File: config.mk
export PLATFORM = sky130hd
export DESIGN_NAME = multicycle_controller
export DESIGN_NICKNAME = d
export VERILOG_FILES = /design/src/rtl/cpu_defs.sv /design/src/rtl/opcode_classifier.sv /design/src/rtl/multicycle_controller.sv
export SDC_FILE = /design/constraint.sdc
export NUM_CORES = 1
export LEC_CHECK = 0
export CAP_MARGIN = 20
export CELL_PAD_IN_SITES_DETAIL_PLACEMENT = 0
export CELL_PAD_IN_SITES_GLOBAL_PLACEMENT = 1
export CORE_ASPECT_RATIO = 2
export CORE_MARGIN = 2
export CORE_UTILIZATION = 37
export CTS_BUF_LIST = sky130_fd_sc_hd__clkbuf_8
export DETAILED_ROUTE_END_ITERATION = 10
export GPL_ROUTABILITY_DRIVEN = 0
export PLACE_DENSITY_LB_ADDON = 0.08
export SKIP_CTS_REPAIR_TIMING = 1
export SYNTH_ARGS = -nofsm -noshare
export SYNTH_HDL_FRONTEND = slang
export SYNTH_HIERARCHICAL = 1
export SYNTH_SLANG_ARGS = --single-unit
File: constraint.sdc
create_clock -name clk -period 2.6 [get_ports clk]
set_input_delay 0.52 -clock clk [delete_from_list [all_inputs] [get_ports clk]]
set_output_delay 0.52 -clock clk [all_outputs]
set_load 0.1 [all_outputs]
File: src/rtl/cpu_defs.sv
// Shared definitions for the multicycle controller: state encodings,
// RV32 major opcodes, instruction classes and the counter width default.
package cpu_defs;

  localparam int CNT_W_DEFAULT = 32;

  typedef enum logic [2:0] {
    ST_IDLE   = 3'd0,
    ST_FETCH  = 3'd1,
    ST_DECODE = 3'd2,
    ST_EXEC   = 3'd3,
    ST_MEM    = 3'd4,
    ST_WB     = 3'd5,
    ST_HALT   = 3'd6
  } state_t;

  localparam logic [6:0] OPC_LOAD   = 7'b0000011;
  localparam logic [6:0] OPC_STORE  = 7'b0100011;
  localparam logic [6:0] OPC_OP     = 7'b0110011;
  localparam logic [6:0] OPC_OP_IMM = 7'b0010011;
  localparam logic [6:0] OPC_BRANCH = 7'b1100011;
  localparam logic [6:0] OPC_JAL    = 7'b1101111;
  localparam logic [6:0] OPC_SYSTEM = 7'b1110011;

  typedef enum logic [2:0] {
    CLS_ILLEGAL = 3'd0,
    CLS_LOAD    = 3'd1,
    CLS_STORE   = 3'd2,
    CLS_ALU     = 3'd3,
    CLS_BRANCH  = 3'd4,
    CLS_JAL     = 3'd5,
    CLS_SYSTEM  = 3'd6
  } op_class_t;

endpackage

File: src/rtl/opcode_classifier.sv
// Maps a 7-bit major opcode onto the instruction class that steers the FSM.
module opcode_classifier
  import cpu_defs::*;
(
  input  logic [6:0] opcode,
  output op_class_t  op_class
);

  always_comb begin
    op_class = CLS_ILLEGAL;
    case (opcode)
      OPC_LOAD:   op_class = CLS_LOAD;
      OPC_STORE:  op_class = CLS_STORE;
      OPC_OP:     op_class = CLS_ALU;
      OPC_OP_IMM: op_class = CLS_ALU;
      OPC_BRANCH: op_class = CLS_BRANCH;
      OPC_JAL:    op_class = CLS_JAL;
      OPC_SYSTEM: op_class = CLS_SYSTEM;
      default:    op_class = CLS_ILLEGAL;
    endcase
  end

endmodule

File: src/rtl/multicycle_controller.sv
// Multicycle CPU control FSM: FETCH/DECODE/EXEC/MEM/WB sequencing, halt on
// SYSTEM or illegal opcodes, and a wrapping retired-instruction counter.
module multicycle_controller
  import cpu_defs::*;
#(
  parameter int CNT_W = CNT_W_DEFAULT
) (
  input  logic             clk,
  input  logic             reset,
  input  logic             run,
  input  logic             imem_ready,
  input  logic [6:0]       opcode,
  input  logic             branch_taken,
  input  logic             dmem_ready,
  output logic             load_en,
  output logic             imem_req,
  output logic             alu_en,
  output logic             dmem_req,
  output logic             dmem_we,
  output logic             reg_write,
  output logic             pc_write,
  output logic             pc_src,
  output logic [2:0]       state,
  output logic             halted,
  output logic             illegal,
  output logic [CNT_W-1:0] retired
);

  state_t           state_q, state_d;
  logic [6:0]       op_q, op_d;
  logic             illegal_q, illegal_d;
  logic [CNT_W-1:0] retired_q, retired_d;
  logic             retire;
  state_t           boundary_state;
  op_class_t        dec_class;

  opcode_classifier u_classifier (
    .opcode   (opcode),
    .op_class (dec_class)
  );

  // Instruction boundary: run is only honoured here, never mid-instruction.
  assign boundary_state = run ? ST_FETCH : ST_IDLE;

  always_comb begin
    state_d   = state_q;
    op_d      = op_q;
    illegal_d = illegal_q;
    retire    = 1'b0;
    load_en   = 1'b0;
    imem_req  = 1'b0;
    alu_en    = 1'b0;
    dmem_req  = 1'b0;
    dmem_we   = 1'b0;
    reg_write = 1'b0;
    pc_write  = 1'b0;
    pc_src    = 1'b0;

    case (state_q)
      ST_IDLE: begin
        if (run) state_d = ST_FETCH;
      end
      ST_FETCH: begin
        imem_req = 1'b1;
        if (imem_ready) begin
          load_en = 1'b1;
          state_d = ST_DECODE;
        end
      end
      ST_DECODE: begin
        op_d = opcode;
        case (dec_class)
          CLS_ILLEGAL: begin
            state_d   = ST_HALT;
            illegal_d = 1'b1;
          end
          CLS_SYSTEM: state_d = ST_HALT;
          default:    state_d = ST_EXEC;
        endcase
      end
      ST_EXEC: begin
        alu_en = 1'b1;
        if (op_q == OPC_LOAD || op_q == OPC_STORE) begin
          state_d = ST_MEM;
        end else if (op_q == OPC_BRANCH) begin
          pc_write = 1'b1;
          pc_src   = branch_taken;
          retire   = 1'b1;
          state_d  = boundary_state;
        end else begin
          state_d = ST_WB;
        end
      end
      ST_MEM: begin
        dmem_req = 1'b1;
        dmem_we  = (op_q == OPC_STORE);
        if (dmem_ready) begin
          if (op_q == OPC_STORE) begin
            pc_write = 1'b1;
            retire   = 1'b1;
            state_d  = boundary_state;
          end else begin
            state_d = ST_WB;
          end
        end
      end
      ST_WB: begin
        reg_write = 1'b1;
        pc_write  = 1'b1;
        pc_src    = (op_q == OPC_JAL);
        retire    = 1'b1;
        state_d   = boundary_state;
      end
      ST_HALT: state_d = ST_HALT;
      default: state_d = ST_HALT;
    endcase

    retired_d = retire ? retired_q + CNT_W'(1) : retired_q;
  end

  always_ff @(posedge clk) begin
    if (reset) begin
      state_q   <= ST_IDLE;
      op_q      <= 7'd0;
      illegal_q <= 1'b0;
      retired_q <= '0;
    end else begin
      state_q   <= state_d;
      op_q      <= op_d;
      illegal_q <= illegal_d;
      retired_q <= retired_d;
    end
  end

  assign state   = state_q;
  assign halted  = (state_q == ST_HALT);
  assign illegal = illegal_q;
  assign retired = retired_q;

endmodule

# After elaboration in Yosys (flattened, before gate mapping)
# Cells that the tools add are included.
# word_totals
word_cells	58
ff_bits	43
# op_classes
muxes	25
add_sub_neg	1
n_eq_ne	21
reduce_logical	7
# op_table
cell	count
3-bit case mux with 6 select lines	2
7-bit == test (second input constant)	5
32-bit by 1-bit adder with 32-bit output (second input constant)	1
7-bit by 6-bit == test with 1-bit output (second input constant)	3
3-bit two-way mux	7
7-bit by 2-bit == test with 1-bit output (second input constant)	2
1-bit two-way mux	14
3-bit == test (second input constant)	4
7-bit by 5-bit == test with 1-bit output (second input constant)	1
3-bit by 2-bit == test with 1-bit output (second input constant)	2
3-bit zero test	2
2-bit != test (second input constant)	3
2-bit OR reduction	2
3-bit by 1-bit == test with 1-bit output (second input constant)	1
1-bit case mux with 3 select lines	1
3-bit AND reduction	1
1-bit case mux with 2 select lines	1
2-bit AND reduction	1
1-bit logical OR	1

# Depth between registers and ports, before layout
# Gate-level depths: netlist (run 1).
# depth
ltp_word	7
mapped_depth	7
ltp_nobuf	7

# Modules after synthesis
# The synthesis (run 1) kept the hierarchy.
# by_module_without_submodules
module	seq_area_each_um2	instances	area_each_um2	cells_per_inst
multicycle_controller	860.8	1	2278.4	277
opcode_classifier	0.0	1	75.1	10

# Worst setup path before layout (run 1)
# OpenSTA, ideal clock, no wires.
# synth_timing
path_type	reg2out
from	register state_q[2] (netlist: state[2])
to	output port pc_src
slack_ns	-2.112
arrival_ns	4.192
required_ns	2.080
path_buffers	0
path_stages_with_launch	4
path_cell_list	dfxtp_1 -> and3b_1 -> nand2_1 -> o21ai_0
# synth_between
elab_chain_len	2
elab_cells_between_ends	3
cone_classes	eq/ne (2); mux (1)
# synth_lines
item	line	text
start: declaration	multicycle_controller.sv:29	state_t state_q, state_d;
start signal: assignment	multicycle_controller.sv:128	state_q <= state_d;
3-bit == test / 3-bit by 2-bit == test with 1-bit output (equally long branches)	multicycle_controller.sv:59	case (state_q)
1-bit case mux with 2 select lines (*)	multicycle_controller.sv:59	
end: declaration	multicycle_controller.sv:22	output logic pc_src,
# Every way passes the cells marked *; elsewhere a longest branch is shown, timed or not.

# Final worst setup path (run 1)
# layout_timing
from	register state_q[2] (netlist: state[2])
to	output port pc_write
# layout_between
elab_chain_len	2
elab_cells_between_ends	4
cone_classes	eq/ne (3); mux (1)
# layout_lines
item	line	text
3-bit == test / 3-bit by 2-bit == test with 1-bit output (equally long branches)	multicycle_controller.sv:59	
1-bit case mux with 3 select lines (*)	multicycle_controller.sv:59	
end: declaration	multicycle_controller.sv:21	output logic pc_write,
# Marks and branches as above.

==> results.txt, run 1 <==
The flow ran to the end, and the final reports show no timing, DRC or antenna violations. The longest clock path from root to sink contains 2 buffers. For this run, the detailed router's first-pass iteration total came to 4. In this run the remaining antenna-violating nets after routing total 0. The run gives 50.6% as the utilization of the core after routing. Sum of buffers and inverters on the critical path: 2. The tools report the final critical-path setup slack as 0.206 ns. Summing every instance area after synthesis gives 0.00235 mm2. The run gives 58.4% as the remaining max-slew budget at the tightest pin. Across all hold checks on the routed design, the worst slack comes to 0.499 ns. The tools report the number of antenna repair diodes as 0. Initial core utilization: 37.9%. The synthesized design spends more area on one cell type than any other, namely dfxtp_1. Walking the worst path, the cells encountered are and3b_2 -> a31oi_2 -> and2_1 -> clkinvlp_4 -> buf_12. The floorplan step set the die height to 117 um. Summed over all nets, the half-perimeter wirelength after detailed placement is 4.61 mm. For this run, asynchronously set or reset flops after synthesis account for 0%. The tools report the net count after synthesis as 301.

The worst setup path is launched from a flop. The violation count after the first detailed-route iteration is 154, and the final-report hold violation count is 0. The worst setup path is captured at an output pin. The run gives 0 as the initial antenna violation count. Counting the fill cells in the layout gives 646.

The cell family contributing the most delay on the critical path is simple AND/OR/NAND/NOR gates. The count of input and output buffers was 57; the top cell type's share of synthesized area was 36.6%. The routed length per instance is 14.4 um, and the count of pins over their slew limit is 0. Root buffer cell: clkbuf_8. The average cell area after synthesis was 8.20 um2; the count of placed standard cells including taps was 423.

The tools report the synthesized instance count as 287. Cell with the largest stage delay on the worst path: dfxtp_4. Entering global routing, the biggest net connects 33 pins. The required time at the worst-slack endpoint is 2.08 ns, and the share of cells above drive strength 1 is 28.4%.

The tools report the instance area after placement as 0.00305 mm2. The final global-route overflow total is 0. The area added between synthesis and finish is 33.3%, and the peak fanout along the critical path is 16. Yosys attributes the largest share of cell area to dfxtp_1 37%, xnor2_1 6.3%, a21oi_1 5.1%, nor2_1 4.9%, nand4_1 4.3%. The run gives 0.00705 mm2 as the full die area.

The number of buffers added by the clock tree synthesis step is 5, and the number of global-route vias before repair is 2145. The setup slack of the most critical reg-to-reg path is 0.30 ns. TritonCTS built the clock tree. The floorplan has 41 rows. The number of different library cells used by synthesis comes to 46.

Total number of vias: 2300. The run gives 10.4 mm as the global-route wire length before repair. The worst-case IR drop observed on VDD is 0.448 mV. The arrival time at the worst endpoint is 1.87 ns, and the power per unit of standard cell area is 477 mW/mm2. Sequential elements use 36.6% of the synthesized area. For this block, the routed nets add up to 6.22 mm of wire. The time the worst path needs with I/O delays and setup is 2.39 ns, and the clock sink total is 43. The dominant register cell in the synthesized netlist is dfxtp_1. The global-route total usage across every layer is 19.1%. The post-placement setup slack is 0.0831 ns, and the count of maximum capacitance violations is 0.

The floorplan step set the die width to 60.4 um. The count of unresolved DRC violations after routing is 0, and the timing-limited maximum frequency is 0.418 GHz. In this design, the stage delay of the slowest critical-path cell is 0.43 ns.

The run gives 6 as the number of warnings reported in the yosys synthesis log. The critical path start-end classification was flop to output pin. Clock-pin slew was measured on the worst setup and hold paths at 0.08 ns. After the last flow step, the layout net total stands at 358. Counting flops with a built-in enable in the synthesized netlist gives 0. At the later pin of the worst-skew pair, clock insertion delay measures 0.30 ns.

The logs give 0.00314 mm2 for the total non-filler cell area in the finished layout and 0.00621 mm2 for the core outline area. For this design the top-level I/O count stands at 58. Setup repair after global routing left no endpoint under its margin. In this run the worst hold path is classified as flop to flop. The tools report the count of final setup violators as 0. The CTS H-tree depth is 2, and the transition time at the pin with the least slew margin is 0.608 ns. The analysis attributes to cell leakage a power of 1.09 nW. Synthesis inferred 43 register bits.

The final clock skew came out at 0.0105 ns. Share of the clock period used by the worst path after layout: 92.1%. After detailed routing, the number of vias per cell comes to 5.34. For this run, the number of standard cells in the final layout without fillers is 431.
[cells in the final DEF, fill, tap and decap left out, drive strengths merged, types with 7 or more instances in the layout]
cell,Yosys,layout
clkdlybuf4s50,0,12
or4,7,7
o21ai,8,8
mux2i,8,8
nor2,31,31
dfxtp,43,43
inv,8,9
xnor2,17,17
buf,4,56
a21oi,24,24
nand2,18,18
nand4,17,17
nand3,10,10
a211oi,9,9
[area by class of cell]
class / count / area, um2 / area share, %
clock buffers: 5 / 68.8 / 2.19
clock inverters: 3 / 15.0 / 0.478
inverters: 8 / 33.8 / 1.08
multi-input cells: 218 / 1440 / 45.9
flip-flops and latches: 43 / 882 / 28.1
well taps: 86 / 108 / 3.43
repair buffers: 68 / 591 / 18.8
[tightest hold or removal path, delay by kind of cell, from the launching register on]
family / cells / cell delay [ns]
simple gates: 1 / 0.08
compound gates: 1 / 0.04
flops: 1 / 0.34
[cell usage after synthesis (5+ instances only)]
cell / n
dfxtp_1: 43
nor2_1: 31
a21oi_1: 24
nand2_1: 18
xnor2_1: 17
nand4_1: 16
clkbuf_1: 14
nand3_1: 10
a211oi_1: 9
inv_1: 8
mux2i_1: 8
o21ai_0: 8
or4_1: 7
o31ai_1: 6
and4_1: 5
[flip-flops by register name, indices dropped and copies added (netlist names)]
name     count
op_q         7
state        3
illegal      1
retired     32
[power by group]
group	internal, mW	switching (mW)	total (mW)
sequential	0.679	0.0345	0.713
combinational	0.118	0.246	0.364
clock	0.185	0.233	0.418
[path summary, 6_finish.rpt]
check | start | cells after the start | to
worst max register to register | retired[5] | 5 | retired[22]
worst min register to register | illegal | 2 | illegal
worst min-delay path | illegal | 2 | illegal
worst max-delay path | state[2] | 5 | pc_write
[per-stage QoR]
| step | TNS, ns | power [mW] |
|---|---|---|
| after floorplan | -3.11 | 0.996 |
| after global placement | 0 | 1.09 |
| after detailed placement | 0 | 1.09 |
| after CTS | 0 | 1.52 |
| after global routing | 0 | 1.57 |
| final | 0 | 1.50 |
[routing by layer]
metal	up-vias	track usage, %	routed length, um
li1	1172	-	-
met5	-	0	0
met2	42	30.1	3100
met4	0	8.15	124
met3	9	4.07	221
met1	1077	24.7	2780
[logic make-up (layout without fill, tap and decap cells)]
group	after synthesis	after routing	synth area share, %
adders and majority gates	1	1	0.532
muxes	8	8	3.40
xor gates and xnor gates	19	19	7.07
buffers and inverters	26	84	4.20
AOI/OAI and AO/OA	65	65	18.1
DFF	43	43	36.6
and+or+nand+nor	125	125	30.1
Note: power is estimated with default switching activity, not from simulation.
==> inputs of run 2 (changes only) <==
- MAX_ROUTING_LAYER: unset -> met4
- SYNTH_HIERARCHICAL: 1 -> unset
==> run 2 against run 1 <==
Against the previous run:
- hold slack worse by 0.022 ns
- sequential power is 10% higher
- synthesized area is 0.11% lower
- synthesized cell count fell by 2.8%
- setup slack worse by 0.11 ns
- wire length rose by 2.0%
- utilization up 0.71 points
- final cell count fell by 0.46%
- count of clock-buffer cells in the layout rose by 2
- first-iteration DRC count fell by 50%
- critical path type is now primary input to output pin
- critical endpoint unchanged
- largest cell class unchanged
==> results.txt, run 2 <==
The flow ran to the end, and the final reports show no timing, DRC or antenna violations. Global routing used 19.6% of the available tracks across all layers. The remaining max-slew budget at the tightest pin was 60.5%. The run gives 0.00621 mm2 as the core outline area. The peak fanout along the critical path is 6, and the number of warnings reported in the yosys synthesis log is 0. Sorting the synthesized cells by how often they occur yields 43 x dfxtp_1, 41 x nor2_1, 22 x a21oi_1. The aggregate routed wire length is 6.34 mm, and the clock sink total is 43. The die boundary height is 117 um.

The critical path start-end classification was primary input to output pin. Yosys attributes the largest share of cell area to dfxtp_1 37%, nor2_1 6.5%, xnor2_1 5.6%, a21oi_1 4.7%, nand3_1 3.2%. Setup violations remaining at the end of the flow were counted as 0. After detailed routing, the number of remaining DRC violations is 0. The logs give 0 for the initial antenna violation count and 279 for the synthesized instance count. The worst voltage drop across the vdd grid is 0.617 mV, and the share of cells above drive strength 1 is 25.4%.

The count of buffers added on input and output ports is 57. The clock-pin slew on the worst setup and hold paths is 0.07 ns. The instance area after placement was 0.00308 mm2. In this run, the number of DRC markers left after iteration 0 of detailed routing was 77. The time the worst path needs with I/O delays and setup was 2.50 ns; the number of antenna repair diodes was 0. Transition time at the pin with the least slew margin: 0.578 ns. The filler cell count was 632; the count of pins over their slew limit was 0.

For the number of nets still failing antenna checks after routing, the log shows 0. The clock passes through at most 2 buffers. For the net count after synthesis, the log shows 293. The number of different library cells used by synthesis comes to 49.

The most used flip-flop cell after synthesis is dfxtp_1. The final clock skew came out at 0.00494 ns. The library cell with the largest summed area after synthesis is dfxtp_1. The number of global-route vias before repair is 2084. Relative to the synthesized area, the layout overhead comes to 35.3%. The tools report the type of element launching the critical path as a primary input. The standby leakage power came out at 1.12 nW. For the worst setup path, the data arrival time is 1.98 ns.

Length of the first detailed-routing pass in iterations: 4. The most frequently used cell type in the post-synthesis netlist was dfxtp_1. The run gives 429 as the final cell count without fillers. Of the synthesized area, sequential elements account for 36.6%.

In this run the mean area of a mapped cell was 8.43 um2. The floorplan step defined a die boundary enclosing 0.00705 mm2. The final-report hold violation count was 0. For the net count of the finished layout, the log shows 356. The logs give 0.00235 mm2 for the synthesized cell area and 5 for the number of buffers added by the clock tree synthesis step.

Row generation in the floorplan step produced 41 rows. After routing the design area is 0.00318 mm2. The routed length per instance is 14.8 um, and the final global-route overflow total is 0. TritonCTS built the clock tree. At the worst endpoint, the required time is 2.08 ns. Kind of path behind the tightest hold check: flop to flop. The register with the most flip-flops in the layout has 32 of them. The number of placed instances, taps included, is 421. The number of synthesized register bits is 43, and the share of async-settable or async-resettable flops after synthesis is 0%. Across all layers, the routed design uses 2321 vias. The run gives 37.9% as the initial core utilization. The type of element capturing the critical path is an output pin. Power spread over the standard cell area amounts to 642 mW/mm2.

Setup repair after global routing left no endpoint under its margin. Clock tree synthesis selected as its root buffer the cell clkbuf_8. The top cell types in the final layout, fill and taps aside, are 55 x buf_4, 40 x dfxtp_1, 38 x nor2_1, 21 x a21oi_1, 15 x xnor2_1.

Timing-limited maximum frequency: 0.400 GHz. The clock latency on the worst-skew pair is 0.31 ns, and the number of enable flip-flop cells after synthesis is 0. In the routed layout, each cell is associated on average with a via count of 5.41. After legalization and detailed placement, the total HPWL measured 4.67 mm.

Share of the clock period used by the worst path after layout: 96.2%. Max-cap violations in this run came to 0. The maximum number of pins on one net before global-route repair came out at 29. The CTS H-tree depth was 2. The global-route wire length before repair came out at 10.2 mm. The floorplan step set the die width to 60.4 um. 58 I/O pins were placed.

The most common cell after layout, fill and taps aside is buf_4. The top cell type's share of synthesized area came out at 36.6%.
[run 2: layout make-up]
class | instances | area [um2] | share of cell area [%]
clock buffers | 7 | 96.3 | 3.03
clock inverters | 1 | 3.75 | 0.118
inverters | 8 | 33.8 | 1.06
multi-input cells | 212 | 1440 | 45.1
flip-flops and latches | 43 | 872 | 27.4
well taps | 86 | 108 | 3.38
repair buffers | 72 | 633 | 19.9
[run 2: cell families after synthesis]
family                     after synthesis  synth area share [%]
AOI/OAI and AO/OA                       69                  22.4
and+or+nand+nor                        118                  26.8
xor gates and xnor gates                18                  6.71
buffers and inverters                   24                  4.42
adders and majority gates                1                 0.532
DFF                                     43                  36.6
muxes                                    6                  2.55
[run 2: path summary, 6_finish.rpt]
path                     from           to  slack [ns]  depth (start not counted)
setup / recovery   dmem_ready     pc_write         0.1                          6
hold reg to reg       illegal      illegal        0.48                          2
hold / removal        illegal      illegal        0.48                          2
setup reg to reg  retired[15]  retired[26]        0.42                          5
[run 2: power by group]
group / switching [mW] / internal, mW
sequential: 0.0777 / 0.708
clock: 0.233 / 0.239
combinational: 0.569 / 0.217
total: 0.879 / 1.16
[run 2: through the flow]
stage                     TNS, ns  hold slack, ns  total power, mW  util, %  worst slack [ns]
after CTS                       0           0.486             2.07     51.3            0.0951
final                           0           0.477             2.04     51.3            0.0983
after global routing            0           0.527             2.14     51.3            0.0347
after global placement          0           0.456             1.59     49.6            0.0651
after detailed placement        0           0.465             1.59     49.6            0.0151
after floorplan            -0.432           0.452             1.40        -            -0.213
[run 2: routing by layer]
metal | wire [um] | vias to the layer above | part of all wire [%] | GRT usage (%)
met1 | 2960 | 1103 | 47 | 26.8
met2 | 3070 | 39 | 48 | 28.8
met3 | 205 | 7 | 3.2 | 3.32
li1 | - | 1172 | - | -
met5 | 0 | - | 0 | -
met4 | 104 | 0 | 1.6 | 6.67
[run 2: worst max-delay path: stages]
cell and delay [ns]:
clkdlybuf4s50_1 0.49, and4bb_1 0.27, o2111ai_4 0.17, buf_4 0.22, nand2_2 0.12, buf_12 0.18
==> inputs of run 3 (changes only) <==
- CAP_MARGIN: 20 -> unset
- CORE_UTILIZATION: 37 -> 48
- DONT_BUFFER_PORTS: unset -> 1
==> run 3 against run 2 <==
Against the previous run:
- critical path depth is the same
- fmax grew 1.6%
- largest cell class unchanged
- utilization grew 9.9 points
==> results.txt, run 3 (same netlist as run 2, synthesis figures left out) <==
The run finished with clean final reports. The share of the clock period used by the worst path after layout was 94.7%; the global-route wire length before repair was 9.85 mm. The clock sink total was 43; the power per unit of standard cell area was 704 mW/mm2. In this run the critical register-to-register path is launched from op_q[6]. STA classifies the critical path endpoint as an output pin. In this run the deepest clock path goes through 2 buffers. The count of final setup violators is 0. In this run, CTS created clock tree buffers numbering 5.

The timing-limited maximum frequency was 0.406 GHz. The logs give 2266 for the total number of vias and 0 for the initial antenna violation count. In the routed design, unresolved DRC markers number 0. Counting both buffers and inverters, the worst setup path holds a total of 2.

The cell sitting at the root of the clock tree is a clkbuf_8. The cell with the largest stage delay on the worst path is dfxtp_4. 0 antenna diodes ended up in the layout.

The initial utilization of the core area, before any placement, comes to 49.2%. Data on the critical path arrives at its endpoint at 1.94 ns. The floorplan has 36 rows. The logs give 4.51 mm for the placed wire-length estimate and 0.00551 mm2 for the full die area. Maximum number of pins on one net before global-route repair: 46. The run gives 0 as the final-report hold violation count. The die boundary height is 103 um. The aggregate routed wire length is 6.18 mm, and the count of maximum capacitance violations is 0. Once layout is done, the placed cells without fillers occupy 0.00292 mm2. The routed length per instance is 16.5 um, and the global-route total usage across every layer is 24.4%. Once routing completed, OpenROAD measured the worst setup slack at 0.138 ns.

At the pin with the least slew margin, the transition time is 1.00 ns. The required time at the worst-slack endpoint came out at 2.08 ns. The overall power of the completed layout came out at 2.06 mW. The library cells used most frequently in the layout, excluding fill and tap cells, are 45 x buf_4, 40 x dfxtp_1, 37 x nor2_1, 21 x a21oi_1, 15 x xnor2_1. For flop-to-flop paths, the worst setup slack is 0.37 ns. The violation count after the first detailed-route iteration came out at 92. Routed via count divided by cell count: 6.04. The cell family contributing the most delay on the critical path is buffers and inverters.

For the number of nets still failing antenna checks after routing, the log shows 0. The endpoint identified for the worst register-to-register timing path is retired[22]. The count of pins over their slew limit came out at 0. Leaving out fill and tap cells, the most frequent cell in the layout is buf_4. The number of global-route vias before repair is 2102.

The cell depth of the worst min-delay path is 1. Cells with a size suffix above 1 make up 23.9% of the layout. On the final layout, the worst clock skew is 0.00663 ns. The CTS H-tree depth was 2. Relative to the synthesized area, the layout overhead comes to 24.3%. TritonCTS built the clock tree. For the worst-skew pair, the clock arrives at the later sink with an insertion delay of 0.30 ns. Once placement finished, the instance area stood at 0.00280 mm2.

In this run the count of I/O pins placed on the die edge is 58. The type of element launching the critical path was a flop. By startpoint and endpoint, the worst setup path is classified as flop to output pin. The final global-route overflow total is 0. The worst min-delay path startpoint is reset. IR analysis of the VDD net gives a maximum drop of 0.651 mV. Setup repair after global routing left no endpoint under its margin. After clock tree synthesis, the clock-pin slew on the worst setup and hold paths is 0.09 ns.

Timing analysis after detailed placement gives a worst setup slack of 0.379 ns. The tools report the remaining max-slew budget at the tightest pin as 32.9%. The die boundary width came out at 53.5 um.

The net count of the finished layout was 331. The worst hold path belongs to the class primary input to flop. The highest cell delay on the worst timing path is 0.36 ns, and the length of the first detailed-routing pass in iterations is 4. For the worst flop-to-flop path, the logic depth is 5. The critical path goes through buf_4 -> nand2b_1 -> nor2_4 -> o2111ai_2 -> a21oi_4 -> buf_12. The smallest clock period supported by the final layout is computed as 2.46 ns. The register with the most flip-flops in the layout has 32 of them.

In this run the worst path has a maximum fanout of 11. For this design the static power due to leakage is 1.01 nW. During placement, the flow inserted port buffers numbering 0. The tools report the core outline area as 0.00477 mm2.

The tools report the worst-case hold path end point as retired[11].
run 3: through the flow:
stage          hold slack (ns)  std cells  setup TNS (ns)  utilization (%)
2_1_floorplan            0.452        279          -0.432                -
6_report                 0.285        375               0             61.2
4_1_cts                  0.274        375               0             61.1
3_3_place_gp             0.467        367               0             58.6
5_1_grt                  0.264        375               0             61.2
3_5_place_dp             0.485        367               0             58.6
run 3: per-layer routing:
layer / up-vias / GRT usage [%] / share of wire (%)
met3: 13 / 5.36 / 6.2
li1: 1117 / - / -
met4: 0 / 10.3 / 2.5
met1: 1059 / 30.4 / 42
met5: - / - / 0
met2: 77 / 37.3 / 49
run 3: final cells by class:
type                       instances  area [um2]
clock buffer                       6        82.6
clock inverter                     2        35.0
fill                             460        1850
inverter                           8        33.8
multi-input combinational        212        1450
sequential                        43         872
tap                               57        71.3
timing repair buffer              47         378
run 3: where the power goes:
| part | internal [mW] | switching [mW] |
|---|---|---|
| clock | 0.311 | 0.240 |
| combinational | 0.170 | 0.594 |
| sequential | 0.707 | 0.0362 |
run 3: worst max path at each step:
| stage | startpoint | end | slack (ns) | cells past startpoint |
|---|---|---|---|---|
| floorplan | state[0] | pc_src | -0.21 | 5 |
| global placement | dmem_ready | retired[13] | 0.40 | 6 |
| detailed placement | dmem_ready | retired[22] | 0.38 | 5 |
| CTS | op_q[6] | pc_write | 0.08 | 4 |
| global route | state[1] | pc_src | 0.05 | 6 |
| finish | state[0] | pc_src | 0.14 | 6 |
